### config.mk
export PLATFORM = sky130hd
export DESIGN_NAME = if_id_hazard
export DESIGN_NICKNAME = d
export VERILOG_FILES = /design/src/rtl/if_id_hazard.sv
export SDC_FILE = /design/constraint.sdc
export NUM_CORES = 1
export LEC_CHECK = 0
export ABC_AREA = 1
export BUFFER_PORTS_ARGS = -buffer_cell sky130_fd_sc_hd__buf_2
export CORE_AREA = 2 2 86 88
export CTS_CLUSTER_SIZE = 28
export DETAILED_ROUTE_END_ITERATION = 8
export DIE_AREA = 0 0 88 90
export HOLD_SLACK_MARGIN = 0.1
export PLACE_DENSITY = 0.79
export SYNTH_ARGS = -nofsm -noshare
export SYNTH_HDL_FRONTEND = slang
export SYNTH_SLANG_ARGS = --single-unit
export TNS_END_PERCENT = 100
### constraint.sdc
create_clock -name clk -period 2.27 [get_ports clk]
set_input_delay 0 -clock clk [delete_from_list [all_inputs] [get_ports clk]]
set_output_delay 0 -clock clk [all_outputs]
set_load 0.02 [all_outputs]
### src/rtl/if_id_hazard.sv
// if_id_hazard: IF/ID pipeline register with load-use hazard detection
// and branch flush control.
// Optional build macro: STALL_COUNT_EN adds a 32-bit cumulative stall
// counter on the StallCount port.
module if_id_hazard #(
    parameter int                 DATA_W    = 32,
    parameter logic [DATA_W-1:0]  NOP_INSTR = '0
) (
    input  logic              clk,
    input  logic              rst,
    input  logic [DATA_W-1:0] PCPlus4In,
    input  logic [DATA_W-1:0] InstrIn,
    input  logic              IdExMemRead,
    input  logic [4:0]        IdExRt,
    input  logic              BranchTaken,
    output logic [DATA_W-1:0] PCPlus4Out,
    output logic [DATA_W-1:0] InstrOut,
    output logic              ValidOut,
    output logic              PCWrite,
`ifdef STALL_COUNT_EN
    output logic              Bubble,
    output logic [31:0]       StallCount
`else
    output logic              Bubble
`endif
);

    logic [4:0] rs;
    logic [4:0] rt;
    logic       hazard;

    // Conservative load-use check: both source fields are compared
    // whatever the opcode; $zero is never a real producer.
    always_comb begin
        rs      = InstrOut[25:21];
        rt      = InstrOut[20:16];
        hazard  = ValidOut & IdExMemRead & (IdExRt != 5'd0) &
                  ((IdExRt == rs) | (IdExRt == rt));
        PCWrite = ~hazard;
        Bubble  = hazard;
    end

    // Pipeline register: stall holds, branch squashes, otherwise capture.
    always_ff @(posedge clk or posedge rst) begin
        if (rst) begin
            InstrOut   <= NOP_INSTR;
            PCPlus4Out <= '0;
            ValidOut   <= 1'b0;
        end else if (hazard) begin
            InstrOut   <= InstrOut;
            PCPlus4Out <= PCPlus4Out;
            ValidOut   <= ValidOut;
        end else if (BranchTaken) begin
            InstrOut   <= NOP_INSTR;
            PCPlus4Out <= '0;
            ValidOut   <= 1'b0;
        end else begin
            InstrOut   <= InstrIn;
            PCPlus4Out <= PCPlus4In;
            ValidOut   <= 1'b1;
        end
    end

`ifdef STALL_COUNT_EN
    // Cumulative stall cycles; wraps naturally at 32 bits.
    always_ff @(posedge clk or posedge rst) begin
        if (rst) begin
            StallCount <= '0;
        end else if (hazard) begin
            StallCount <= StallCount + 32'd1;
        end
    end
`endif

endmodule

# Word level (Yosys, flattened, before mapping)
# Index checks and enable logic that the tools add are counted.
# W data, S select, Z words.
op_classes:
  addsub: 0
  mul: 0
  div: 0
  n_lt_le_gt_ge: 0
  n_eq_ne: 2
  shifts: 0
  muxes: 3
  n_bitwise: 5
  reduce_logical: 1
op_table:
  columns: ["op", "n"]
  rows:
  - ["$mux W32", 2]
  - ["$eq A5 B5 Y1", 2]
  - ["$reduce_bool A5 Y1", 1]
  - ["$and A1 B1 Y1", 3]
  - ["$mux W1", 1]
  - ["$not A1 Y1", 1]
  - ["$or A1 B1 Y1", 1]
word_totals:
  reg_bits: 65
  latchBits: 0
  ram_bits: 0
  romBits: 0
  wordCells: 14
  memories: 0

# Logic depth before layout (Yosys ltp)
depth:
  depth_word: 4
  ltp_mapped: 11
  depth_no_buf: 9

# Worst setup path before layout
# Ideal clock, no wire load.
synth_timing:
  kind: "register -> register"
  startpoint: "reg InstrOut[18]"
  endpoint: "reg InstrOut[25]"
  setup_ns: 0.117
  arrival_ns: 1.277
  required_time_ns: 2.153
  setup_slack_ns: 0.876
  stages_incl_launch_ff: 12
  period_less_slack_ns: 1.394
  cell_sequence: "dfrtp_1 > inv_1 > nand2_1 > nand2_1 > nor2_1 > nand3_1 > nand2_1 > nand2_2 > buf_6 > buf_6 > nand2_1 > nand2_1"
synth_via:
  elab_chain_len: 3
synth_rtl:
  columns: ["item", "line", "source"]
  rows:
  - ["from (decl)", "17", "output logic [DATA_W-1:0] InstrOut,"]
  - ["from (signal assigned)", "50", "InstrOut <= InstrOut;"]
  - ["from (signal assigned)", "58", "InstrOut <= InstrIn;"]
  - ["$eq A5 B5 Y1", "38", "((IdExRt == rs) | (IdExRt == rt));"]
  - ["$or A1 B1 Y1", "38", null]
  - ["$and A1 B1 Y1", "37", "hazard = ValidOut & IdExMemRead & (IdExRt != 5'd0) &"]
# No other way between the ends.
# A chain may end at the register's enable or synchronous reset.

# Final worst setup path
layout_timing:
  startpoint: "reg InstrOut[23]"
  endpoint: "out Bubble"
layout_via:
  elab_chain_len: 3
layout_rtl:
  columns: ["item", "line", "source"]
  rows:
  - ["$eq A5 B5 Y1", "38", null]
  - ["$or A1 B1 Y1", "38", null]
  - ["$and A1 B1 Y1", "37", null]
  - ["to (decl)", "24", "output logic Bubble"]
# No other way between the ends.

==> impl_metrics.py <==
metrics = {
    "timing": {
        "slew_headroom": 0.548,
        "hold_viol_final": 0,
        "fin_tns_setup_ns": 0,
        "finalCriticalPeriod_ns": 1.96,
        "setup_viol": 0,
        "rsz0062_at_grt": "false",
        "tightest_slew_ns": 0.678,
        "fmax_mhz": 510,
        "whs_ns": 0.301,
        "finClkSkew_ns": 0.0133,
        "period_share": 0.863,
        "slew_viol_final": 0,
    },
    "power_and_ir_drop": {
        "power.internal_mw": 2.14,
        "clock_power_share": 0.380,
        "total_power_mw": 2.95,
        "p_sw_frac": 0.276,
        "p_per_area_nw_per_um2": 599,
        "switchingPower_mw": 0.816,
        "leakagePower_nw": 3.03,
        "seqPwrFrac": 0.430,
        "irDropWorstVdd_mv": 0.351,
        "p_comb_frac": 0.190,
    },
    "synthesis": {
        "synth_ff_type": "dfrtp_1",
        "syn_nets": 538,
        "synth_common_cells": "nand2_1, inv_1, nor2_1",
        "yosysTopAreaCell": "dfrtp_1",
        "syn-instance-count": 465,
        "syn_avg_cell_area_um2": 7.08,
        "synth_warnings": 0,
        "yosysSeqAreaShare": 0.494,
        "synth_area_leaders": "dfrtp_1, nand2_1, nand3_1",
        "synth_edf_count": 0,
        "synthArstFlopShare": 1.00,
        "syn_area_um2": 3290,
        "synth_top_area_frac": 0.494,
        "ys_types": 14,
        "ys_seq_elements": 65,
        "yosysMostFrequentCell": "nand2_1",
    },
    "setup_path": {
        "path_class": "reg2out",
        "worstPathRequired_ns": 2.27,
        "end_kind": "output port",
        "arrival_ns": 1.96,
        "cp_max_fo": 23,
        "start_kind": "register",
    },
    "place": {
        "dpl.cell_count": 684,
        "io_buffers": 139,
        "hpwl_mm": 5.73,
        "place.gp.congestion": 0.851,
    },
    "clock_network": {
        "cts-root-buf": "clkbuf_8",
        "tritoncts": "built",
        "clk_latency_ns": 0.33,
        "clockBufferDepth": 2,
        "cts_buffers": 9,
        "postCtsSetupRepairBufs": 0,
        "clk_pin_slew_ns": 0.07,
        "clock_sinks": 65,
        "h-tree-depth": 3,
    },
    "routing": {
        "drt_iter0_drc": 259,
        "wl_mm": 9.83,
        "vias": 3583,
        "drc": 0,
        "dr.pass1.iters": 5,
        "drtAntennaViolNets": 0,
        "wire_per_inst_um": 12.8,
        "viasPerCell": 4.68,
    },
    "final_layout": {
        "drive_above_1_share": 0.255,
        "antennaDiodeCount": 0,
        "area_delta_synth_final_pct": 49.6,
        "stdcell_count": 766,
        "utilization": 0.702,
        "nets": 735,
    },
    "die": {
        "io_pins": 140,
        "die_area_um2": 7920,
        "die_y_um": 90,
        "dieWidth_um": 88,
        "fp.coreArea_um2": 7020,
        "initial_core_util": 0.469,
        "rows": 31,
    },
    "global_route": {
        "grt_max_degree": 65,
        "grt_pass1_vias": 3561,
        "gr-usage-all-layers": 0.254,
        "grt_pass1_wl_mm": 16.1,
        "antenna_found_initial": 0,
        "overflow": 0,
    },
    "status": {
        "outcome": "finished, final reports clean",
    },
    "worst_hold_path": {
        "hold_class": "in2async",
    },
    "flow_run": {
        "maxCapViolations": 0,
    },
}
registers in the layout, indices dropped and copies added (netlist names):
signal	flops
InstrOut	32
ValidOut	1
PCPlus4Out	32
area by class of cell:
type                    instances  area (µm²)
clock buffers                  11         151
multi-input cells             294        1200
fillers                       531        2090
inverters                      78         293
flip-flops and latches         65        1630
repair buffers                214        1450
well taps                      99         124
clock inverters                 5        77.6
stage by stage:
step                setup slack, ns  cell area [µm²]
floorplan                     0.644             3290
global placement              0.571             4040
detailed placement            0.542             4040
CTS                           0.307             4930
global route                  0.141             4930
finish                        0.310             4930
layout by cell type, fill, tap and decap left out:
cell type / n
clkbuf_8: 11
clkinv_2: 2
buf_12: 2
xnor2_1: 2
buf_4: 7
buf_2: 139
inv_2: 4
clkinv_1: 1
nand2_1: 147
dlygate4sd3_1: 66
nand4_1: 1
nor2_1: 75
nand3_1: 67
inv_1: 73
dfrtp_1: 65
nand2_2: 2
bufinv_16: 2
clkinvlp_4: 1
final timing paths:
| check | startpoint | endpoint | slack (ns) | cells after the start |
|---|---|---|---|---|
| worst min register to register | PCPlus4Out[0] | PCPlus4Out[0] | 0.50 | 2 |
| max in group asynchronous | rst | InstrOut[22] | 1.36 | 4 |
| min in group clk | IdExRt[4] | InstrOut[1] | 0.40 | 7 |
| worst max register to register | InstrOut[23] | PCPlus4Out[28] | 0.54 | 10 |
| worst max-delay path | InstrOut[23] | Bubble | 0.31 | 10 |
| worst min-delay path | rst | PCPlus4Out[3] | 0.30 | 3 |
power by group through the flow:
stage                     logic [mW]  registers, mW  clock network, mW
after detailed placement       0.466           1.29                  0
after floorplan                0.201           1.37                  0
after global routing           0.617           1.28               1.19
after global placement         0.459           1.29                  0
after CTS                      0.553           1.27               1.14
final                          0.560           1.27               1.12
cells by family after synthesis:
logic type | after synthesis | share of synthesized area
AND/OR/NAND/NOR | 292 | 0.360
flip-flops | 65 | 0.494
buffers and inverters | 106 | 0.141
XOR/XNOR | 2 | 0.00532
worst max-delay path, stage by stage (launching register included):
cell     delay [ns]
dfrtp_1        0.39
inv_1          0.06
nand2_1        0.06
nand2_1        0.05
nor2_1         0.11
nand3_1        0.11
nand2_2        0.11
nand2_2        0.25
buf_12         0.26
inv_1          0.06
buf_2          0.15
what timing repair did:
item,in CTS,in global routing
setup endpoints to repair,0,0
resized for setup,0,0
hold buffers,66,0
endpoints found under the hold margin,88,0
per-layer routing:
metal	vias up	wire length, µm	global-route usage
met5	-	0	0
met4	0	312	0.129
met3	32	651	0.0404
met2	174	4720	0.409
met1	1617	4140	0.325
li1	1760	-	-
No activity file was read; power rests on OpenSTA's default activity.
